### src/rtl/vga_timing_gen.sv
// Raster timing generator: pixel/line counters, sync and display-enable decode,
// line/frame markers, and an incremental linear address for one sprite window.
`timescale 1ns/1ps
module vga_timing_gen #(
  parameter int H_VIS  = 640,
  parameter int H_FP   = 16,
  parameter int H_SYNC = 96,
  parameter int H_BP   = 48,
  parameter int V_VIS  = 480,
  parameter int V_FP   = 10,
  parameter int V_SYNC = 2,
  parameter int V_BP   = 33,
  parameter int WIN_X0 = 0,
  parameter int WIN_Y0 = 125,
  parameter int WIN_W  = 35,
  parameter int WIN_H  = 35,
  parameter int ADDR_W = 11
) (
  input  logic              vga_clk,
  input  logic              reset,
  output logic [9:0]        DrawX,
  output logic [9:0]        DrawY,
  output logic              hs,
  output logic              vs,
  output logic              blank,
  output logic              line_start,
  output logic              frame_start,
  output logic [15:0]       frame_count,
  output logic              in_window,
  output logic [ADDR_W-1:0] win_addr
);

  localparam int H_TOT = H_VIS + H_FP + H_SYNC + H_BP;
  localparam int V_TOT = V_VIS + V_FP + V_SYNC + V_BP;

  localparam logic [9:0] H_LAST   = 10'(H_TOT - 1);
  localparam logic [9:0] V_LAST   = 10'(V_TOT - 1);
  localparam logic [9:0] H_VIS_C  = 10'(H_VIS);
  localparam logic [9:0] V_VIS_C  = 10'(V_VIS);
  localparam logic [9:0] HS_START = 10'(H_VIS + H_FP);
  localparam logic [9:0] HS_END   = 10'(H_VIS + H_FP + H_SYNC);
  localparam logic [9:0] VS_START = 10'(V_VIS + V_FP);
  localparam logic [9:0] VS_END   = 10'(V_VIS + V_FP + V_SYNC);
  localparam logic [9:0] WX0      = 10'(WIN_X0);
  localparam logic [9:0] WY0      = 10'(WIN_Y0);
  localparam logic [9:0] WW       = 10'(WIN_W);
  localparam logic [9:0] WH       = 10'(WIN_H);
  localparam logic [ADDR_W-1:0] ADDR_ONE = ADDR_W'(1);

  logic [9:0]        h_q, h_d;
  logic [9:0]        v_q, v_d;
  logic              hs_q, hs_d;
  logic              vs_q, vs_d;
  logic              blank_q, blank_d;
  logic              line_start_q, line_start_d;
  logic              frame_start_q, frame_start_d;
  logic [15:0]       frame_count_q, frame_count_d;
  logic              in_window_q, in_window_d;
  logic [ADDR_W-1:0] win_addr_q, win_addr_d;
  logic [9:0]        win_x_off, win_y_off;

  // Next raster position; both counters wrap together at the frame corner.
  always_comb begin
    h_d = h_q;
    v_d = v_q;
    if (h_q == H_LAST) begin
      h_d = 10'd0;
      if (v_q == V_LAST) begin
        v_d = 10'd0;
      end else begin
        v_d = v_q + 10'd1;
      end
    end else begin
      h_d = h_q + 10'd1;
    end
  end

  // Decode for the pixel presented next cycle, so outputs line up with DrawX/DrawY.
  always_comb begin
    // Offsets wrap below the window origin, so a single unsigned compare covers both edges.
    win_x_off     = h_d - WX0;
    win_y_off     = v_d - WY0;
    blank_d       = (h_d < H_VIS_C) && (v_d < V_VIS_C);
    hs_d          = !((h_d >= HS_START) && (h_d < HS_END));
    vs_d          = !((v_d >= VS_START) && (v_d < VS_END));
    line_start_d  = (h_d == 10'd0);
    frame_start_d = (h_d == 10'd0) && (v_d == 10'd0);
    in_window_d   = blank_d && (win_x_off < WW) && (win_y_off < WH);
    if (frame_start_d) begin
      frame_count_d = frame_count_q + 16'd1;
    end else begin
      frame_count_d = frame_count_q;
    end
    if (frame_start_d) begin
      win_addr_d = '0;
    end else if (in_window_q) begin
      win_addr_d = win_addr_q + ADDR_ONE;
    end else begin
      win_addr_d = win_addr_q;
    end
  end

  // State and output registers.
  always_ff @(posedge vga_clk or posedge reset) begin
    if (reset) begin
      h_q           <= 10'd0;
      v_q           <= 10'd0;
      hs_q          <= 1'b1;
      vs_q          <= 1'b1;
      blank_q       <= 1'b0;
      line_start_q  <= 1'b0;
      frame_start_q <= 1'b0;
      frame_count_q <= 16'd0;
      in_window_q   <= 1'b0;
      win_addr_q    <= '0;
    end else begin
      h_q           <= h_d;
      v_q           <= v_d;
      hs_q          <= hs_d;
      vs_q          <= vs_d;
      blank_q       <= blank_d;
      line_start_q  <= line_start_d;
      frame_start_q <= frame_start_d;
      frame_count_q <= frame_count_d;
      in_window_q   <= in_window_d;
      win_addr_q    <= win_addr_d;
    end
  end

  assign DrawX       = h_q;
  assign DrawY       = v_q;
  assign hs          = hs_q;
  assign vs          = vs_q;
  assign blank       = blank_q;
  assign line_start  = line_start_q;
  assign frame_start = frame_start_q;
  assign frame_count = frame_count_q;
  assign in_window   = in_window_q;
  assign win_addr    = win_addr_q;

endmodule

### config.mk
export PLATFORM = sky130hd
export DESIGN_NAME = vga_timing_gen
export DESIGN_NICKNAME = d
export VERILOG_FILES = /design/src/rtl/vga_timing_gen.sv
export SDC_FILE = /design/constraint.sdc
export NUM_CORES = 1
export LEC_CHECK = 0
export ABC_AREA = 1
export CAP_MARGIN = 20
export CORE_MARGIN = 2
export CORE_UTILIZATION = 51
export CTS_CLUSTER_DIAMETER = 30
export DETAILED_ROUTE_END_ITERATION = 8
export GPL_TIMING_DRIVEN = 0
export PLACE_DENSITY = 0.8
export SETUP_SLACK_MARGIN = 0.2
export SLEW_MARGIN = 20
export SYNTH_ARGS = -nofsm -noshare
export SYNTH_HDL_FRONTEND = slang
export SYNTH_SLANG_ARGS = --single-unit
### constraint.sdc
create_clock -name vga_clk -period 3.9 [get_ports vga_clk]
set_input_delay 0.39 -clock vga_clk [delete_from_list [all_inputs] [get_ports vga_clk]]
set_output_delay 0.39 -clock vga_clk [all_outputs]
set_load 0.03 [all_outputs]
==> reports/metrics.csv <==
stage;metric;value;unit
hold_path;worst min path class;in2async;
cells_and_area;Nets;512;
placed_design;routability cong.;0.908;
placed_design;Placed Cells;573;
grt;aggregate global routing overflow;0;
logic_synthesis;Avg Synthesized Cell Area;7.54;um2
logic_synthesis;Synth top cells by count;123 x nand2_1, 74 x inv_1, 51 x dfrtp_1;
cells_and_area;fillers;542;
placed_design;IO buf count;54;
setup_path;Critical Path RT;4.11;ns
sta;pins over their slew limit;0;
clock_tree;Max clock buf depth;2;
grt;gr busiest metal;met2;
power;Pwr Density;233;mW/mm2
sta;Max Clock Skew;0.00997;ns
logic_synthesis;Mapped Cells;441;
drt;Post-DRT Antenna Nets;0;
status;status;finished, final reports clean;
drt;Vias;2940;
run;Max Cap Viol;0;
grt;met1 usage;30.0;%
die;core area;0.00631;mm2
setup_path;kind of critical path;reg2reg;
setup_path;CP startpoint kind;flop;
grt;routing usage on met2;36.5;%
cells_and_area;post-route insts no fill;581;
cells_and_area;Antenna Cells;0;
clock_tree;CTS Sinks;53;
die;die width;84.7;um
setup_path;worst-path maximum fanout;10;
die;DIE AREA;0.00718;mm2
setup_path;crit end category;flop;
die;die height;84.7;um
grt;largest net degree at the start of global routing;35;
sta;hold_ws;0.389;ns
drt;1st-iter DRT viols;193;
clock_tree;later-pin clock latency in the skew report;0.31;ns
sta;Fin Setup TNS;0;ns
sta;fmax;414;MHz
logic_synthesis;Main synth FF type;dfrtp_1;
clock_tree;CTS Buf Count;5;
drt;Residual DRC;0;
clock_tree;clock tree from TritonCTS;yes;
setup_path;Reg2Reg Launch Point;DrawX[0]$_DFF_PP0_;
logic_synthesis;Synth area leader;dfrtp_1;
die;Cell Rows;29;
logic_synthesis;synth top area cells;dfrtp_1 38%, nand2_1 14%, inv_1 8.4%, xor2_1 5.0%, nor2_1 5.0%;
logic_synthesis;sequential area share after synthesis;40.0;%
drt;routed vias/inst;5.06;
cells_and_area;P&R area growth vs syn;23.3;%
sta;minimum clock period after layout;2.42;ns
logic_synthesis;Synthesized Nets;450;
setup_path;reg2reg setup slack;1.48;ns
grt;vias in the first global route;2786;
power;Pleak;2.23;nW
grt;antenna violations before repair;0;
clock_tree;Root Driver;clkbuf_8;
cells_and_area;Multi-input gate area;0.00164;mm2
logic_synthesis;Synth Cell Area;0.00332;mm2
placed_design;Post-DP Area;0.00398;mm2
clock_tree;Worst-path clk slew;0.11;ns
drt;drt total wl;7280;um
sta;Hold Violations, Final;0;
grt;GR Util met3;2.85;%
setup_path;worst reg2reg path depth;13;
cells_and_area;register area;0.00133;mm2
clock_tree;Hold Buf Count CTS;0;
placed_design;DP Wirelength;5600;um
drt;DRT Pass-1 Iters;4;
grt;first-pass GRT wire length;12800;um
logic_synthesis;Yosys Warn Count;0;
sta;Final Cycle Share;62.0;%
sta;max_slew headroom;70.0;%
logic_synthesis;count leader, synth;nand2_1;
drt;wire length per cell;12.5;um
power;Max VDD drop;0.151;mV
logic_synthesis;Post-synth EDFFs;0;
setup_path;R2R Path End;frame_count[3]$_DFFE_PP0P_;
logic_synthesis;Synth Register Bits;53;
setup_path;Worst Path Arrival;2.62;ns
clock_tree;Setup Buffers After CTS;0;
logic_synthesis;Synth top area share;38.4;%
logic_synthesis;ys async rst share;100;%
cells_and_area;layout cell share with drive strength beyond 1;9.72;%
logic_synthesis;post-synth cell types;29;
sta;Worst-Margin Slew;0.450;ns
die;IO Count;55;
sta;RSZ-0062 raised after global routing;no;
cells_and_area;final instance area;0.00410;mm2
sta;final setup fails;0;
clock_tree;H-Tree Depth;2;
grt;Total GRT Usage;21.6;%
clock_tree;cts repair resizes;0;
die;Initial Utilization;52.6;%
-- per-stage QoR --
step	total power [W]	utilization, %	worst slack (ns)
finish	0.000955	64.9	1.48
global placement	0.000572	62.7	1.23
CTS	0.000968	64.9	1.48
detailed placement	0.000575	63.0	1.50
global route	0.000991	64.9	1.23
floorplan	0.000568	-	1.59
-- routing by layer --
layer	part of all wire, %	vias up
met4	1.0	0
met2	48	64
met5	0	-
met3	3.5	9
met1	48	1378
li1	-	1489
-- kinds of logic after synthesis --
kind of cell    after synthesis  synth area share [%]
compound gates               13                  2.26
buf+inv                      86                  10.6
flops                        53                  40.0
simple gates                256                  37.7
fa+ha+maj                     7                  2.64
xor+xnor                     26                  6.85
-- flip-flops by register name (all words and copies together) (netlist names) --
| name | cells |
|---|---|
| frame_count | 16 |
| hs | 1 |
| win_addr | 11 |
| in_window | 1 |
| frame_start | 1 |
| blank | 1 |
| vs | 1 |
| DrawX | 10 |
| DrawY | 10 |
| line_start | 1 |
-- power breakdown --
| part | total [W] | switching, W | internal (W) |
|---|---|---|---|
| clock | 0.000392 | 0.000195 | 0.000197 |
| combinational | 0.0000137 | 0.0000108 | 0.00000299 |
| sequential | 0.000549 | 0 | 0.000549 |
| total | 0.000955 | 0.000206 | 0.000749 |
-- worst max-delay path, cell delays in order, from the launching register on --
cell and delay (ns):
dfrtp_1 0.46, ha_1 0.21, nand2_2 0.12, nor2_8 0.21, inv_4 0.07, nor2_8 0.20
nand2_1 0.13, nand3_2 0.15, nand3_2 0.14, nor2_8 0.20, nand3_4 0.14, buf_6 0.18
nand2_1 0.06, nand2_1 0.05
-- placed cells by master (no fill, tap or decap) --
master	synthesis	final
nand2_1	123	123
inv_1	74	73
clkdlybuf4s50_1	0	54
dfrtp_1	51	51
nor2_1	44	44
nand3_1	30	30
nand4_1	23	23
xor2_1	19	19
nand2_2	9	9
o21ai_0	7	7
xnor2_1	7	7
ha_1	7	7
inv_2	5	6
nor3_1	6	6
nand3_2	5	5
clkbuf_8	0	5
o21bai_1	4	4
nor2_8	3	3
buf_4	3	3
nand3_4	3	3
nor2_4	3	3
nor2_2	2	2
buf_6	2	2
nand3b_1	2	2
a21oi_1	2	2
dfstp_2	2	2
inv_4	1	1
buf_2	1	1
nor4_1	1	1
nor3b_1	1	1
or3_1	1	1
bufinv_16	0	1
inv_8	0	1
clkinv_4	0	1
buf_12	0	1
-- worst max path at each step --
stage / cells after the start / startpoint / end / slack (ns)
CTS: 13 / DrawX[0]$_DFF_PP0_ / win_addr[2]$_DFFE_PP0P_ / 1.48
floorplan: 14 / DrawX[0]$_DFF_PP0_ / frame_count[10]$_DFFE_PP0P_ / 1.59
global route: 13 / DrawX[0]$_DFF_PP0_ / win_addr[5]$_DFFE_PP0P_ / 1.23
detailed placement: 13 / DrawX[0]$_DFF_PP0_ / frame_count[6]$_DFFE_PP0P_ / 1.50
global placement: 2 / reset / frame_count[9]$_DFFE_PP0P_ / 1.23
finish: 13 / DrawX[0]$_DFF_PP0_ / frame_count[3]$_DFFE_PP0P_ / 1.48
-- cell type report --
| cell class | count | area share (%) |
|---|---|---|
| repair buffers | 55 | 13.7 |
| clock buffers | 5 | 1.68 |
| well taps | 77 | 2.35 |
| plain buffers | 6 | 1.22 |
| multi-input cells | 302 | 40.0 |
| clock inverters | 3 | 1.22 |
| inverters | 80 | 7.39 |
| flip-flops and latches | 53 | 32.4 |
(Power assumes the default switching activity.)
